<file path="src/rtl/sync_fifo_pkg.sv">
// -----------------------------------------------------------------------------
// sync_fifo_pkg
// Shared helpers for the single-clock FIFO:
//   level_width()   - bits needed to hold an occupancy of 0..2**addr_width
//   level_t         - occupancy type for the default configuration
//   thresholds_ok() - range check on the almost-full / almost-empty thresholds,
//                     used as an elaboration-time assertion by sync_fifo_flags
// -----------------------------------------------------------------------------
package sync_fifo_pkg;

    // Occupancy runs 0..DEPTH inclusive, so one more value than DEPTH.
    function automatic int level_width(input int addr_width);
        return $clog2((1 << addr_width) + 1);
    endfunction

    localparam int DEFAULT_ADDR_WIDTH  = 3;
    localparam int DEFAULT_LEVEL_WIDTH = level_width(DEFAULT_ADDR_WIDTH);

    typedef logic [DEFAULT_LEVEL_WIDTH-1:0] level_t;

    // almost_full threshold must be 1..DEPTH, almost_empty 0..DEPTH-1.
    function automatic bit thresholds_ok(input int addr_width,
                                         input int af_thresh,
                                         input int ae_thresh);
        int depth;
        depth = 1 << addr_width;
        return (addr_width >= 1) &&
               (af_thresh >= 1) && (af_thresh <= depth) &&
               (ae_thresh >= 0) && (ae_thresh <= depth - 1);
    endfunction

endpackage

</file>
<file path="src/rtl/sync_fifo_flags_mem.sv">
// -----------------------------------------------------------------------------
// fifo_mem
// DEPTH x DATA_WIDTH register array with one synchronous write port and one
// read port.
//   Standard build : read port is registered; rd_data loads on rd_en and
//                    otherwise holds. rd_data resets to 0.
//   SYNC_FIFO_FWFT_EN defined : read port is a combinational address read, so
//                    the word at rd_addr is always visible.
// Ports:
//   clk      - clock, rising edge
//   rst_n    - async active-low reset for the read register (standard only)
//   rd_en    - load the read register (standard only)
//   wr_en    - write wr_data into wr_addr
//   wr_addr  - write address
//   wr_data  - write data
//   rd_addr  - read address
//   rd_data  - read data
// Storage contents are never reset.
// -----------------------------------------------------------------------------
module fifo_mem
    import sync_fifo_pkg::*;
#(
    parameter int DATA_WIDTH = 4,
    parameter int ADDR_WIDTH = 3
) (
    input  logic                  clk,
`ifndef SYNC_FIFO_FWFT_EN
    input  logic                  rst_n,
    input  logic                  rd_en,
`endif
    input  logic                  wr_en,
    input  logic [ADDR_WIDTH-1:0] wr_addr,
    input  logic [DATA_WIDTH-1:0] wr_data,
    input  logic [ADDR_WIDTH-1:0] rd_addr,
    output logic [DATA_WIDTH-1:0] rd_data
);

    localparam int DEPTH = 1 << ADDR_WIDTH;

    logic [DATA_WIDTH-1:0] mem [0:DEPTH-1];

    always_ff @(posedge clk) begin
        if (wr_en) begin
            mem[wr_addr] <= wr_data;
        end
    end

`ifdef SYNC_FIFO_FWFT_EN
    assign rd_data = mem[rd_addr];
`else
    always_ff @(posedge clk or negedge rst_n) begin
        if (!rst_n) begin
            rd_data <= '0;
        end else if (rd_en) begin
            rd_data <= mem[rd_addr];
        end
    end
`endif

endmodule

</file>
<file path="src/rtl/sync_fifo_flags.sv">
// -----------------------------------------------------------------------------
// sync_fifo_flags
// Single-clock parametrised FIFO with occupancy count, programmable
// almost-full / almost-empty thresholds, synchronous flush and sticky
// overflow / underflow flags. Storage lives in fifo_mem; pointers, level and
// flags are kept here.
// Optional feature macro: SYNC_FIFO_FWFT_EN (first-word-fall-through read).
// Ports:
//   clk          - clock, rising edge
//   rst_n        - asynchronous active-low reset
//   clear        - synchronous flush, overrides wr_en / rd_en
//   wr_en        - write request
//   wr_data      - write data
//   rd_en        - read request (pop)
//   rd_data      - read data
//   rd_valid     - standard: pulse when rd_data holds a newly popped word
//                  FWFT: head word present (!empty)
//   full         - level == DEPTH
//   empty        - level == 0
//   almost_full  - level >= AF_THRESH
//   almost_empty - level <= AE_THRESH
//   level        - occupancy 0..DEPTH
//   overflow     - sticky, write attempted while full
//   underflow    - sticky, read attempted while empty
// -----------------------------------------------------------------------------
module sync_fifo_flags
    import sync_fifo_pkg::*;
#(
    parameter int DATA_WIDTH = 4,
    parameter int ADDR_WIDTH = 3,
    parameter int AF_THRESH  = 6,
    parameter int AE_THRESH  = 2
) (
    input  logic                  clk,
    input  logic                  rst_n,
    input  logic                  clear,
    input  logic                  wr_en,
    input  logic [DATA_WIDTH-1:0] wr_data,
    input  logic                  rd_en,
    output logic [DATA_WIDTH-1:0] rd_data,
    output logic                  rd_valid,
    output logic                  full,
    output logic                  empty,
    output logic                  almost_full,
    output logic                  almost_empty,
    output logic [ADDR_WIDTH:0]   level,
    output logic                  overflow,
    output logic                  underflow
);

    localparam int DEPTH = 1 << ADDR_WIDTH;
    localparam int LW    = level_width(ADDR_WIDTH);

    localparam logic [LW-1:0] DEPTH_L = LW'(DEPTH);
    localparam logic [LW-1:0] AF_L    = LW'(AF_THRESH);
    localparam logic [LW-1:0] AE_L    = LW'(AE_THRESH);

    if (!thresholds_ok(ADDR_WIDTH, AF_THRESH, AE_THRESH) || DATA_WIDTH < 1) begin : g_bad_params
        $error("sync_fifo_flags: DATA_WIDTH/ADDR_WIDTH/AF_THRESH/AE_THRESH out of range");
    end

    // Pointers carry one wrap bit above the storage address.
    logic [ADDR_WIDTH:0] wr_ptr;
    logic [ADDR_WIDTH:0] rd_ptr;
    logic [LW-1:0]       level_q;
    logic [LW-1:0]       level_next;
    logic                full_q;
    logic                empty_q;
    logic                af_q;
    logic                ae_q;
    logic                ovf_q;
    logic                unf_q;
    logic                acc_wr;
    logic                acc_rd;
    logic                mem_we;
    logic                mem_re;

    // Accept decisions use the registered flags only.
    assign acc_wr     = wr_en && !full_q;
    assign acc_rd     = rd_en && !empty_q;
    assign level_next = level_q + LW'(acc_wr) - LW'(acc_rd);

    // A flush suppresses the storage side effects of the same cycle.
    assign mem_we = acc_wr && !clear;
    assign mem_re = acc_rd && !clear;

    // Flags are registered from level_next so they line up with level.
    always_ff @(posedge clk or negedge rst_n) begin
        if (!rst_n) begin
            wr_ptr  <= '0;
            rd_ptr  <= '0;
            level_q <= '0;
            full_q  <= 1'b0;
            empty_q <= 1'b1;
            af_q    <= 1'b0;
            ae_q    <= 1'b1;
            ovf_q   <= 1'b0;
            unf_q   <= 1'b0;
        end else if (clear) begin
            wr_ptr  <= '0;
            rd_ptr  <= '0;
            level_q <= '0;
            full_q  <= 1'b0;
            empty_q <= 1'b1;
            af_q    <= 1'b0;
            ae_q    <= 1'b1;
            ovf_q   <= 1'b0;
            unf_q   <= 1'b0;
        end else begin
            if (acc_wr) begin
                wr_ptr <= wr_ptr + (ADDR_WIDTH+1)'(1);
            end
            if (acc_rd) begin
                rd_ptr <= rd_ptr + (ADDR_WIDTH+1)'(1);
            end
            level_q <= level_next;
            full_q  <= (level_next == DEPTH_L);
            empty_q <= (level_next == '0);
            af_q    <= (level_next >= AF_L);
            ae_q    <= (level_next <= AE_L);
            if (wr_en && full_q) begin
                ovf_q <= 1'b1;
            end
            if (rd_en && empty_q) begin
                unf_q <= 1'b1;
            end
        end
    end

`ifdef SYNC_FIFO_FWFT_EN
    // The head word is always on rd_data; it is valid whenever data is held.
    assign rd_valid = !empty_q;
`else
    logic rd_valid_q;

    // One-cycle pulse aligned with the registered read data.
    always_ff @(posedge clk or negedge rst_n) begin
        if (!rst_n) begin
            rd_valid_q <= 1'b0;
        end else begin
            rd_valid_q <= mem_re;
        end
    end

    assign rd_valid = rd_valid_q;
`endif

    fifo_mem #(
        .DATA_WIDTH (DATA_WIDTH),
        .ADDR_WIDTH (ADDR_WIDTH)
    ) u_mem (
        .clk     (clk),
`ifndef SYNC_FIFO_FWFT_EN
        .rst_n   (rst_n),
        .rd_en   (mem_re),
`endif
        .wr_en   (mem_we),
        .wr_addr (wr_ptr[ADDR_WIDTH-1:0]),
        .wr_data (wr_data),
        .rd_addr (rd_ptr[ADDR_WIDTH-1:0]),
        .rd_data (rd_data)
    );

    assign full         = full_q;
    assign empty        = empty_q;
    assign almost_full  = af_q;
    assign almost_empty = ae_q;
    assign level        = level_q;
    assign overflow     = ovf_q;
    assign underflow    = unf_q;

endmodule
</file>
<file path="config.mk">
export PLATFORM = sky130hd
export DESIGN_NAME = sync_fifo_flags
export DESIGN_NICKNAME = d
export VERILOG_FILES = /design/src/rtl/sync_fifo_pkg.sv /design/src/rtl/sync_fifo_flags_mem.sv /design/src/rtl/sync_fifo_flags.sv
export SDC_FILE = /design/constraint.sdc
export NUM_CORES = 1
export LEC_CHECK = 0
export BUFFER_PORTS_ARGS = -buffer_cell sky130_fd_sc_hd__buf_2
export CORE_MARGIN = 10
export CORE_UTILIZATION = 64
export CTS_BUF_LIST = sky130_fd_sc_hd__clkbuf_8
export CTS_CLUSTER_SIZE = 30
export DETAILED_ROUTE_END_ITERATION = 10
export PLACE_DENSITY = 0.86
export SLEW_MARGIN = 20
export SYNTH_ARGS = -nofsm -noshare
export SYNTH_HDL_FRONTEND = slang
export SYNTH_SLANG_ARGS = --single-unit
</file>
<file path="constraint.sdc">
create_clock -name clk -period 5.7 [get_ports clk]
set_input_delay 1.14 -clock clk [delete_from_list [all_inputs] [get_ports clk]]
set_output_delay 1.14 -clock clk [all_outputs]
set_load 0.05 [all_outputs]
</file>
==> impl_metrics.py <==
metrics = {
    "run_status": {
        "status": "completed",
    },
    "synthesis": {
        "synthCells": 151,
        "syn_nets": 166,
        "syn_area_mm2": 0.00224,
        "ys_ff_latch": 53,
        "avgSynthCellArea_um2": 14.8,
        "ys_types": 29,
        "synth_top_family_by_area": "multiplexers",
        "synth_compound_area_share_pct": 3.74,
        "synthXorXnorAreaFrac_pct": 2.74,
        "synth-seq-area-share_pct": 66.4,
        "yosysWarnings": 0,
        "yosys.area_share.simple_pct": 8.60,
        "synthAdderAreaFrac_pct": 3.69,
        "synth_mux_area_share_pct": 12.1,
    },
    "floorplanning": {
        "core-area_mm2": 0.00336,
        "ios": 24,
        "start_util_pct": 66.6,
        "die_area_mm2": 0.00627,
        "die_y_um": 79.2,
        "rows": 21,
        "die_w_um": 79.2,
    },
    "pwr": {
        "ir_drop_mv": 0.379,
        "power_density_mw_per_mm2": 501,
        "p_total_mw": 1.24,
        "p_leak_nw": 0.962,
    },
    "timing": {
        "setup_violations": 0,
        "min_period_ns": 2.96,
        "worst_pin_slew_ns": 0.935,
        "finalMaxSlewViolations": 0,
        "rsz0062_at_grt": "no",
        "setup_tns_ns": 0,
        "fmax_mhz": 338,
        "period_share_pct": 51.9,
        "finalClockSkew_ns": 0.00812,
        "maxSlewHeadroom_pct": 37.7,
        "hold_viol": 0,
        "whs_ns": 0.486,
        "setup_ws_ns": 2.74,
    },
    "routing": {
        "vias_per_cell": 5.56,
        "drc": 0,
        "routedWlPerCell_um": 17.3,
        "drt_iter0_markers": 82,
        "postRouteAntennaNets": 0,
        "route.vias.total": 1228,
        "drt_first_pass_iters": 4,
        "drt_wl_total_mm": 3.82,
    },
    "global_route": {
        "grt_pass1_wl_mm": 6.21,
        "grtUsageMet1_pct": 14.9,
        "grt_pass1_vias": 1296,
        "track_usage_pct": 12.9,
        "grt_use_met2_pct": 21.3,
        "use_met3_pct": 5.97,
        "antenna_found_initial": 0,
        "grt_max_degree": 22,
        "grt_busiest_layer": "met2",
        "grt_overflow": 0,
    },
    "worst_setup_path": {
        "cp.required_ns": 5.92,
        "slowest_stage": "nor2b_1",
        "end_kind": "flip-flop",
        "crit_fanout": 5,
        "worst_ep_arrival_time_ns": 3.18,
        "worstSetupPathType": "in2reg",
        "worstPathCellList": "buf_2 > nor2b_1 > xnor2_1 > ha_1 > fa_1 > xor2_1 > or3_1 > a211oi_1",
        "startpoint_type": "input pin",
        "cpPeakStageDelay_ns": 0.41,
    },
    "finish": {
        "antennaDiodeCount": 0,
        "final_cells": 221,
        "area_delta_synth_final_pct": 10.6,
        "finish.utilization_pct": 73.7,
        "final_cell_mix": "32 x edfxtp_1, 23 x buf_2, 19 x dfrtp_1",
        "final_area_mm2": 0.00248,
        "final_nets": 189,
        "drive_above_1_share_pct": 21.7,
        "final_common_cell": "edfxtp_1",
    },
    "clock_network": {
        "post_cts_buffers": 0,
        "h-tree-depth": 2,
        "cts_root_buf": "clkbuf_8",
        "cts_tree": "yes",
        "clk_path_buf_depth": 2,
        "cts_sinks": 53,
        "cts_resized": 0,
        "clkTransAtPathRegs_ns": 0.09,
        "cts_hold_buf": 0,
        "worstSkewPairLatency_ns": 0.31,
        "numCtsBuffers": 5,
    },
    "placed_design": {
        "dp_worst_setup_slack_ns": 2.43,
        "place.detailed.hpwl_mm": 2.91,
        "dp_cells": 213,
        "place_area_mm2": 0.00236,
        "gp_congestion": 0.820,
        "io_buffer_count": 23,
    },
    "flow_run": {
        "max_cap_viol_count": 0,
    },
    "min_path": {
        "hp-class": "reg2reg",
    },
}
## layout make-up
| cell class | instances | area (um2) |
|---|---|---|
| sequential | 53 | 1490 |
| fill | 235 | 885 |
| multi-input combinational | 88 | 691 |
| timing repair buffer | 23 | 115 |
| clock buffer | 5 | 68.8 |
| tap | 46 | 57.6 |
| clock inverter | 3 | 46.3 |
| inverter | 3 | 11.3 |
## power breakdown
part | switching (mW) | internal [mW]
Sequential | 0.0540 | 0.470
Combinational | 0.306 | 0.159
Clock | 0.120 | 0.131
## path summary, 6_finish.rpt
check,from,endpoint,slack [ns],depth (start not counted)
min,u_mem.rd_data[3]$_DFFE_PN0P_,u_mem.rd_data[3]$_DFFE_PN0P_,0.49,2
min reg2reg,u_mem.rd_data[3]$_DFFE_PN0P_,u_mem.rd_data[3]$_DFFE_PN0P_,0.49,2
max,rd_en,full$_DFF_PN0_,2.74,8
max in group asynchronous,rst_n,almost_empty$_DFF_PN1_,4.59,1
max reg2reg,full$_DFF_PN0_,full$_DFF_PN0_,3.28,7
min in group asynchronous,rst_n,u_mem.rd_data[0]$_DFFE_PN0P_,0.76,1
## sequential cells by signal, indices dropped and copies added (netlist names)
| name | cells |
|---|---|
| overflow | 1 |
| rd_valid | 1 |
| u_mem.mem | 32 |
| u_mem.rd_data | 4 |
| almost_full | 1 |
| level | 4 |
| empty | 1 |
| underflow | 1 |
| rd_ptr | 3 |
| full | 1 |
| wr_ptr | 3 |
| almost_empty | 1 |
## routing by layer
layer | part of all wire, % | wire (um)
met5 | 0 | 0
met4 | 0.65 | 25
met3 | 6.2 | 238
met2 | 51 | 1940
met1 | 42 | 1620
## Yosys cell counts
cell type  count  area (um2)
or3_1          2        12.5
inv_1          2        7.51
xnor2_1        3        26.3
nand3_1        2        10.0
nand2_1        7        26.3
nor3_1         3        15.0
nor2b_1        4        25.0
a31oi_1        1        6.26
ha_1           5        62.6
o21ai_1        4        20.0
nand2b_1       3        18.8
dfstp_2        2        52.6
xor2_1         4        35.0
a211oi_1       1        7.51
buf_12         1        20.0
buf_6          1        11.3
or3b_1         2        17.5
inv_2          1        3.75
clkbuf_1       5        18.8
edfxtp_1      32         961
nor2_1        14        52.6
mux2i_1       18         180
fa_1           1        20.0
a31o_1         2        17.5
nand3b_1       2        15.0
dfrtp_1       19         475
mux4_2         4        90.1
a21oi_1        5        25.0
a21o_1         1        7.51
## critical path: cells and delay by family
kind / cells / cell delay (ns)
buffers and inverters: 1 / 0.11
xor gates and xnor gates: 2 / 0.34
and+or+nand+nor: 2 / 0.74
AOI/OAI and AO/OA: 1 / 0.21
adders and majority gates: 2 / 0.64
## cell families after synthesis
logic type / count (synthesis)
buf+inv: 10
fa+ha+maj: 6
simple gates: 39
compound gates: 14
xor+xnor: 7
mux: 22
flops: 53
No activity file was read; power rests on OpenSTA's default activity.
